--- config.mk ---
export PLATFORM = sky130hd
export DESIGN_NAME = nco_rom_sched
export DESIGN_NICKNAME = d
export VERILOG_FILES = /design/src/rtl/nco_pkg.sv /design/src/rtl/nco_lfsr.sv /design/src/rtl/nco_rom_sched.sv
export SDC_FILE = /design/constraint.sdc
export NUM_CORES = 1
export LEC_CHECK = 0
export CAP_MARGIN = 40
export CORE_MARGIN = 2
export CORE_UTILIZATION = 54
export CTS_CLUSTER_SIZE = 16
export DETAILED_ROUTE_END_ITERATION = 10
export GPL_ROUTABILITY_DRIVEN = 0
export MAX_ROUTING_LAYER = met4
export PLACE_DENSITY = 0.88
export RECOVER_POWER = 50
export SYNTH_ARGS = -nofsm -noshare
export SYNTH_HDL_FRONTEND = slang
export SYNTH_SLANG_ARGS = --single-unit
--- constraint.sdc ---
create_clock -name clk -period 4 [get_ports clk]
set_input_delay 0.8 -clock clk [delete_from_list [all_inputs] [get_ports clk]]
set_output_delay 0.8 -clock clk [all_outputs]
set_load 0.01 [all_outputs]
--- src/rtl/nco_pkg.sv ---
// Shared definitions for the NCO ROM scheduler: FSM states, LFSR constants
// and the quarter-wave address offset used to derive sine from cosine.
package nco_pkg;

  typedef enum logic [2:0] {
    ST_IDLE,
    ST_COS,
    ST_SIN,
    ST_CAP,
    ST_HOLD
  } state_e;

  localparam logic [15:0] LFSR_SEED = 16'hACE1;
  // Right-shifting Galois form of x^16+x^14+x^13+x^11+1
  localparam logic [15:0] LFSR_TAPS = 16'hB400;

  // sin(x) = cos(x - pi/2): step back a quarter of the table, wrapping mod depth
  function automatic logic [31:0] quarter_back(input logic [31:0] addr,
                                               input int unsigned depth);
    return (addr - 32'(depth / 4)) & 32'(depth - 1);
  endfunction

endpackage

--- src/rtl/nco_lfsr.sv ---
// 16-bit Galois LFSR used to dither the NCO phase. Only exists in builds
// with NCO_DITHER_EN defined; the undithered build carries no LFSR at all.
`ifdef NCO_DITHER_EN
module nco_lfsr
  import nco_pkg::*;
(
  input  logic        clk,
  input  logic        rst,
  input  logic        advance_i,
  output logic [15:0] value_o
);

  logic [15:0] lfsr_q, lfsr_d;

  // Galois step: shift right, fold taps in when the outgoing bit is set
  always_comb begin
    lfsr_d = {1'b0, lfsr_q[15:1]} ^ (lfsr_q[0] ? LFSR_TAPS : 16'h0000);
  end

  // Step once per request; reset returns to the seed
  always_ff @(posedge clk or posedge rst) begin
    if (rst)            lfsr_q <= LFSR_SEED;
    else if (advance_i) lfsr_q <= lfsr_d;
  end

  assign value_o = lfsr_q;

endmodule
`endif

--- src/rtl/nco_rom_sched.sv ---
// NCO that time-shares one registered cosine ROM between the cos and sin
// lookups: COS issues the cos address, SIN issues the quarter-back address
// and steps the phase, CAP/HOLD collect the two read results. One pair per
// four cycles when the consumer keeps up.
// Optional feature: define NCO_DITHER_EN to add LFSR phase dither.
module nco_rom_sched
  import nco_pkg::*;
#(
  parameter int WIDTH  = 16,
  parameter int DEPTH  = 4096,
  parameter int ACC_W  = 32,
  localparam int ADDR_W = $clog2(DEPTH)
) (
  input  logic              clk,
  input  logic              rst,
  input  logic              i_en,
  input  logic [ACC_W-1:0]  i_ftw,
  input  logic              i_ftw_load,
  input  logic              i_phase_clr,
  output logic [ADDR_W-1:0] o_rom_addr,
  input  logic [WIDTH-1:0]  i_rom_data,
  output logic [WIDTH-1:0]  o_cos,
  output logic [WIDTH-1:0]  o_sin,
  output logic              o_valid,
  input  logic              i_ready
);

  state_e              state_q, state_d;
  logic [ACC_W-1:0]    acc_q, acc_d;
  logic [ACC_W-1:0]    ftw_q;
  logic [ADDR_W-1:0]   addr_q, addr_d;
  logic [WIDTH-1:0]    cos_q, cos_d;
  logic [WIDTH-1:0]    sin_q, sin_d;
  logic                valid_q, valid_d;
  logic [ADDR_W-1:0]   cos_addr, sin_addr;

`ifdef NCO_DITHER_EN
  logic [15:0] lfsr;

  // Advances on the COS->SIN edge, so it is constant while a cos address is formed
  nco_lfsr u_lfsr (
    .clk       (clk),
    .rst       (rst),
    .advance_i (state_q == ST_COS),
    .value_o   (lfsr)
  );

  assign cos_addr = ADDR_W'((acc_q + (ACC_W'(lfsr) << (ACC_W - ADDR_W - 16)))
                            >> (ACC_W - ADDR_W));
`else
  assign cos_addr = acc_q[ACC_W-1 -: ADDR_W];
`endif

  assign sin_addr = ADDR_W'(quarter_back(32'(cos_addr), DEPTH));

  // Next-state and datapath updates; phase clear overrides the FTW add
  always_comb begin
    state_d = state_q;
    acc_d   = acc_q;
    addr_d  = addr_q;
    cos_d   = cos_q;
    sin_d   = sin_q;
    valid_d = valid_q;
    unique case (state_q)
      ST_IDLE: begin
        if (i_en) begin
          state_d = ST_COS;
          addr_d  = cos_addr;
        end
      end
      ST_COS: begin
        state_d = ST_SIN;
        addr_d  = sin_addr;
        acc_d   = acc_q + ftw_q;
      end
      ST_SIN: begin
        state_d = ST_CAP;
        cos_d   = i_rom_data;
      end
      ST_CAP: begin
        state_d = ST_HOLD;
        sin_d   = i_rom_data;
        valid_d = 1'b1;
      end
      ST_HOLD: begin
        if (valid_q && i_ready) begin
          valid_d = 1'b0;
          if (i_en) begin
            state_d = ST_COS;
            addr_d  = cos_addr;
          end else begin
            state_d = ST_IDLE;
          end
        end
      end
      default: state_d = ST_IDLE;
    endcase
    if (i_phase_clr) acc_d = '0;
  end

  // Scheduler and output registers
  always_ff @(posedge clk or posedge rst) begin
    if (rst) begin
      state_q <= ST_IDLE;
      acc_q   <= '0;
      addr_q  <= '0;
      cos_q   <= '0;
      sin_q   <= '0;
      valid_q <= 1'b0;
    end else begin
      state_q <= state_d;
      acc_q   <= acc_d;
      addr_q  <= addr_d;
      cos_q   <= cos_d;
      sin_q   <= sin_d;
      valid_q <= valid_d;
    end
  end

  // Tuning word; a load on the same edge as an add takes effect afterwards
  always_ff @(posedge clk or posedge rst) begin
    if (rst)             ftw_q <= '0;
    else if (i_ftw_load) ftw_q <= i_ftw;
  end

  assign o_rom_addr = addr_q;
  assign o_cos      = cos_q;
  assign o_sin      = sin_q;
  assign o_valid    = valid_q;

endmodule

Word level (Yosys, flattened, before mapping)
Cells that the tools add are included.
Cells by class
  reductions and logical operators: 8
  mux-type cells: 11
  equality and inequality tests: 6
  add/subtract/negate cells: 2
Operators by type and width (count)
  32-bit two-way mux: 2
  12-bit case mux with 3 select lines: 1
  32-bit adder: 1
  12-bit two-way mux: 2
  3-bit case mux with 5 select lines: 1
  12-bit by 11-bit subtractor with 12-bit output (second input constant): 1
  3-bit by 2-bit equality test with 1-bit output (second input constant): 2
  3-bit two-way mux: 2
  2-bit AND reduction: 3
  2-bit != test (second input constant): 2
  2-bit nonzero test: 2
  3-bit by 1-bit equality test with 1-bit output (second input constant): 1
  3-bit equality test (second input constant): 1
  3-bit zero test: 1
  3-bit nonzero test: 1
  1-bit two-way mux: 2
  1-bit case mux with 2 select lines: 1
  1-bit logical AND: 1
Word-level totals
  logic and storage cells: 34
  input port bits: 54
  register bits: 112

Longest topological paths before layout
Gate-level depths: netlist of the first run.
  depth in word-level cells: 3
  depth in mapped cells: 12
  depth with buffers taken out: 12

Least setup slack after synthesis of the first run
No wires, ideal clock.
  kind: register to register
  start: register acc_q[0]
  end: register acc_q[30]
  period minus slack after synthesis: 2.662 ns
  data arrival time: 2.595 ns
  required time: 3.933 ns
  buffers on the path: 0
  setup slack: 1.338 ns
  cell stages (with the launch flop): 13
  path through: dfrtp_1 > ha_1 > inv_1 > fa_1 > and2b_1 > o21ai_2 > a21boi_2 > o21ai_2 > a211oi_2 > o21ai_1 > a311o_1 > a2111oi_2 > a311o_1
On the way
  word-level cells in the longest chain between the ends: 3
Ends and longest elaborated chain
  start: declaration: RTL line nco_rom_sched.sv:29  | logic [ACC_W-1:0] acc_q, acc_d;
  start signal: assignment: RTL line nco_rom_sched.sv:105  | acc_q <= '0;
  start signal: assignment: RTL line nco_rom_sched.sv:112  | acc_q <= acc_d;
  32-bit adder: RTL line nco_rom_sched.sv:74  | acc_d = acc_q + ftw_q;
  32-bit two-way mux: RTL line nco_rom_sched.sv:64  | unique case (state_q)
  32-bit two-way mux: RTL line nco_rom_sched.sv:98  | if (i_phase_clr) acc_d = '0;
Every way passes these cells. The select of a mux whose other input is x is not followed.
A chain may end at the register's enable or synchronous reset.

Worst setup path in the final report of the first run
  start: input port i_ftw_load
  end: register ftw_q[29]
RTL lines
  start: declaration: RTL line nco_rom_sched.sv:18  | input logic i_ftw_load,
  end signal: assignment: RTL line nco_rom_sched.sv:123  | else if (i_ftw_load) ftw_q <= i_ftw;
  end: declaration: RTL line nco_rom_sched.sv:30  | logic [ACC_W-1:0] ftw_q;
No word-level cell between the ends.

==> results.md, run 1 <==
* Fmax at 341 MHz
* Net count after synthesis at 671
* Headroom to the max-slew limit at -27.8%
* Clock tree sinks at 112
* Clk slew on worst S/H paths at 0.08 ns
* Max Root-Sink Buffers at 2
* Detail Route Antenna Nets at 0
* CORE AREA at 10900 um2
* Final setup fails at 0
* CTS root buffer: clkbuf_16
* Worst Path Required at 4.25 ns
* Post-route DRC at 0
* Prevailing post-synth register cell: dfrtp_1
* Fraction of registers with async set or reset after synthesis at 100%
* DRT Pass-1 Iters at 5
* VDD IR max at 0.501 mV
* Critical Path Max Stage Delay at 1.37 ns
* Netlist cell types at 51
* IO Count at 99
* CP Cell Sequence: dlygate4sd3_1, clkbuf_1, mux2_2
* Layout area overhead at 23.4%
* Final period utilization at 73.3%
* Register bit total from synthesis at 112
* Tmin final at 2.93 ns
* Synth warn at 0
* Maximum fanout along the worst path at 33
* Gr usage total at 25.4%
* Starting density of the core at 55.7%
* Via count at 4815
* Failing checks: max-capacitance violations, max-slew violations
* Initial antenna violation count at 0
* Row count at 38
* Diode count at 0
* Wire per inst at 16.9 um
* RSZ-0062 raised after global routing: false
* PortBufs at 98
* Full die area at 12200 um2
* Post-synth EDFFs at 0
* HPWL Detailed at 10200 um
* Final Core Density at 68.8%
* Layout cell share with drive strength beyond 1 at 15.6%
* Worst-Margin Slew at 1.92 ns
* Arr. time, crit path at 3.18 ns
* CP max stage cell: clkbuf_1
* Gr ovfl total at 0
* Final WL at 13900 um
* MaxCap Viol Count at 2
* Hold Crit Class: register to register
* Commonest non-fill, non-tap cell in the layout: dfrtp_1
* Largest net degree at the start of global routing at 54
* Total CTS buffers at 9
* Pwr/cell area at 693 nW/um2
* Die W at 110 um
* H-tree level count at 3
* Vias per cell at 5.86
* Outcome: complete, but fails checks
* Die Ht at 110 um
* Crit start category: input port
* DRT iter0 DRCs at 223
* Post_cts resized at 0
* Mapped Cells at 585
* Syn Area/Cell at 10.4 um2
* Leakage at 0.00335 uW
* Most frequent cells in the layout: 112 x dfrtp_1, 95 x clkdlybuf4s50_1, 73 x mux2_2
* Setup CP Type: input port to register
* Sequential area share after synthesis at 46.0%
* Hold_buf cts at 0
* Worst setup EP type: register
* Worst-Skew Late Latency at 0.37 ns
* Post-Syn Area at 6090 um2
* Final Max Slew Viols at 74
* Postcts setup bufs at 0
* Final setup TNS at 0 ns
* CTS tree: yes
* Post-Route Skew at 0.00978 ns
* Vias in the first global route at 4985
* Nets at 762
* First-pass GRT wire length at 23300 um
* Final Hold Fails at 0
cells in the mapped netlist (3+ instances only):
master	count	area share, %
o21ai_1	9	0.74
nand3b_1	9	1.1
nor2_1	38	2.3
and3_1	3	0.31
nor2b_1	7	0.72
o21a_1	5	0.62
a21o_1	27	3.3
a211oi_1	9	1.1
nand3_1	11	0.90
ha_1	31	6.4
nor3b_1	4	0.49
xnor2_1	12	1.7
nand4_1	6	0.62
a21oi_1	49	4.0
o21ai_0	20	1.6
a31oi_1	5	0.51
nor3_1	13	1.1
nand2b_1	8	0.82
xor2_1	3	0.43
o21bai_1	4	0.49
buf_2	4	0.33
clkbuf_1	23	1.4
inv_1	15	0.92
mux2_2	73	13
dfrtp_1	112	46
nand2_1	52	3.2
path summary, 6_finish.rpt:
kind                       slack, ns  startpoint             to  cells past startpoint
max                             1.07  i_ftw_load      ftw_q[29]                      3
min                             0.51    o_cos[9]       o_cos[9]                      1
max reg2reg                     1.07    acc_q[0]      acc_q[30]                     12
min reg2reg                     0.51    o_cos[9]       o_cos[9]                      1
max in group asynchronous       1.23         rst  o_rom_addr[0]                      4
min in group asynchronous       1.34         rst       acc_q[3]                      2
through the flow:
stage	hold WS (ns)	cell area [um2]	setup WS (ns)	power, uW	std cells
finish	0.511	7520	1.07	5210	821
global route	0.532	7520	0.784	5560	821
CTS	0.513	7540	1.07	5240	821
detailed placement	0.495	7250	1.10	4330	805
global placement	0.488	7210	1.23	4190	803
floorplan	0.472	6090	0.241	3380	585
logic make-up after synthesis:
group	share of synthesized area, %
buffers and inverters	2.79
xor gates and xnor gates	2.16
muxes	13.8
adders and majority gates	6.69
AOI/OAI and AO/OA	16.1
and+or+nand+nor	12.4
DFF	46.0
critical path, delay by kind of cell:
kind,cells,cell delay (ns)
buffers and inverters,2,1.90
muxes,1,0.46
where the power goes:
part,switching [uW],internal [uW]
Clock,453,435
Sequential,257,1520
Combinational,1270,1280
Total,1980,3240
sequential cells by signal, summed over array words and instances (netlist names):
name / flops
state_q: 3
o_rom_addr: 12
o_valid: 1
ftw_q: 32
o_cos: 16
o_sin: 16
acc_q: 32
per-layer routing:
metal / part of all wire [%] / track usage (%) / routed length, um
met1: 40 / 29.5 / 5590
met5: 0 / - / 0
met3: 7.5 / 8.23 / 1040
met4: 1.4 / 6.96 / 189
met2: 51 / 42.7 / 7070
area by class of cell:
cell class,count,area (um2)
well taps,140,175
clock inverters,7,65.1
repair buffers,109,1080
flip-flops and latches,112,2800
clock buffers,9,225
fillers,814,3410
inverters,15,57.6
multi-input cells,429,3120
Power figures use the tool's default switching activity.
==> inputs of run 2 (changes only) <==
- CORE_UTILIZATION: 54 -> 49
- PLACE_DENSITY: 0.88 -> 0.84
- clock period: 4 -> 2.6 ns (I/O delays scaled with it)
==> run 2 against run 1 <==
  * Routed wire length fell by 0.58%
  * Global-route usage decreased by 3.3 points
  * Sequential power grew 53%
  * Sequential cell count unchanged
  * Worst hold slack worse by 0.0024 ns
  * The flow finishes with violations (negative setup slack)
  * Critical path depth is 11 higher
  * Die area increased by 9.8%
  * Total power grew 57%
  * Clock power is 59% higher
  * Cell area grew 3.8%
==> results.md, run 2 (synthesized netlist as in run 1, its figures left out) <==
* Nets at 775
* Final period utilization at 104%
* Gr usage total at 22.1%
* CORE AREA at 12100 um2
* Pre-CTS setup slack at -0.154 ns
* Setup crit end: acc_q[22]
* Final Max Slew Viols at 0
* Vias per cell at 5.59
* RR Startpoint: acc_q[0]
* R2r setup slk at -0.1 ns
* CP Cell Sequence: ha_2, inv_2, fa_2, and2b_1, o21ai_2, a21boi_2, o21ai_2, buf_4, a2111oi_4, buf_4, nor2_4, o21bai_1, xnor2_1, o21ai_1
* Final setup fails at 5
* Row count at 40
* Largest net degree at the start of global routing at 113
* Tmin final at 2.70 ns
* Hold_buf cts at 0
* Headroom to the max-slew limit at 0.0360%
* Layout cell share with drive strength beyond 1 at 20.7%
* Cell count after placement at 839
* MaxCap Viol Count at 0
* Clock tree sinks at 112
* Worst-Skew Late Latency at 0.36 ns
* Die W at 116 um
* Post-route DRC at 0
* Reg2reg end: acc_q[22]
* Via count at 4818
* H-tree level count at 3
* Maximum fanout along the worst path at 3
* Critical Path Max Stage Delay at 0.36 ns
* Wire per inst at 16.0 um
* Initial antenna violation count at 0
* Origin of the worst setup path: acc_q[0]
* Starting density of the core at 50.5%
* Final std cells w/o fill at 862
* Setup CP Type: register to register
* Crit start category: register
* DRT iter0 DRCs at 308
* Leakage at 0.00344 uW
* Clk slew on worst S/H paths at 0.08 ns
* Fmax at 370 MHz
* Post-Route Skew at 0.00866 ns
* Gr ovfl total at 0
* CTS root buffer: clkbuf_16
* IO Count at 99
* Die Ht at 116 um
* Max Root-Sink Buffers at 2
* Vias in the first global route at 4775
* CP max stage cell: dfrtp_1
* Outcome: complete, but fails checks
* Layout area overhead at 28.1%
* First-pass GRT wire length at 23000 um
* Arr. time, crit path at 2.94 ns
* Total power at 8200 uW
* Failing checks: negative setup slack
* Worst Path Required at 2.84 ns
* DRT Pass-1 Iters at 6
* Biggest regs: acc_q (32), ftw_q (32)
* Worst setup EP type: register
* CTS tree: yes
* HPWL Detailed at 9560 um
* Commonest non-fill, non-tap cell in the layout: dfrtp_1
* Most frequent cells in the layout: 112 x dfrtp_1, 95 x clkdlybuf4s50_1, 73 x mux2_2
* Pwr/cell area at 1050 nW/um2
* Reg2Reg Depth at 14
* Hold Crit Class: register to register
* Diode count at 0
* VDD IR max at 0.775 mV
* Worst-Margin Slew at 1.50 ns
* PortBufs at 98
* Total CTS buffers at 9
* RSZ-0062 raised after global routing: true
* Final WL at 13800 um
* Detail Route Antenna Nets at 0
* Final Hold Fails at 0
* Full die area at 13300 um2
* PnR worst setup slack at -0.100 ns
## run 2: changes by cell type in the layout (fill, tap and decap cells not counted), moves of 3 or more
cell	before	now
a21oi_1	49	46
buf_4	5	20
clkbuf_1	4	0
ha_1	31	28
o21ai_0	20	15
o21ai_2	2	5
## run 2: metrics by stage
| step | utilization [%] | hold WS, ns | setup TNS, ns | instance area, um2 |
|---|---|---|---|---|
| 5_1_grt | 64.8 | 0.528 | -1.70 | 7810 |
| 3_3_place_gp | 60.9 | 0.488 | -0.0260 | 7340 |
| 3_5_place_dp | 60.9 | 0.495 | -0.530 | 7340 |
| 2_1_floorplan | - | 0.472 | 0 | 6100 |
| 6_report | 64.8 | 0.508 | -0.319 | 7810 |
| 4_1_cts | 64.0 | 0.510 | -0.122 | 7720 |
## run 2: repair_timing
item                                   in CTS  in global routing
setup endpoints to repair                   9                 14
gates resized for setup                     9                 21
pin swaps                                   8                 17
endpoints found under the hold margin       0                  0
buffers inserted                            5                  4
## run 2: layout make-up
type | instances | area [um2]
Sequential cell | 112 | 2800
Clock inverter | 7 | 87.6
Inverter | 15 | 60.1
Multi-Input combinational cell | 429 | 3250
Fill cell | 916 | 4250
Tap cell | 168 | 210
Timing Repair Buffer | 122 | 1170
Clock buffer | 9 | 225
## run 2: how the worst min path moves through the flow
stage,end,depth (start not counted),from
2_1_floorplan,acc_q[27],2,acc_q[27]
3_3_place_gp,o_sin[9],1,o_sin[9]
3_5_place_dp,o_cos[7],1,o_cos[7]
4_1_cts,o_sin[4],1,o_sin[4]
5_1_grt,o_rom_addr[1],1,o_rom_addr[1]
6_report,o_sin[3],1,o_sin[3]
## run 2: routing by layer
layer / routed length (um) / global-route usage, % / vias to the layer above / part of all wire, %
met5: 0 / - / - / 0
met4: 148 / 5.06 / 0 / 1.1
met3: 931 / 7.17 / 17 / 6.7
met2: 6810 / 35.8 / 150 / 49
met1: 5910 / 27.2 / 2340 / 43
li1: - / - / 2311 / -
## run 2: report_power, final
part	internal [uW]	switching (uW)	total [uW]
sequential	2340	389	2730
combinational	2070	2000	4060
clock	692	717	1410
## run 2: worst max-delay path: cells and delay by family, from the launching register on
family                   cells  cell delay, ns
AO/OA/AOI/OAI                6            0.91
adder cells (fa/ha/maj)      2            0.52
buffers and inverters        3            0.39
flip-flops                   1            0.36
AND/OR/NAND/NOR              2            0.28
XOR/XNOR                     1            0.14
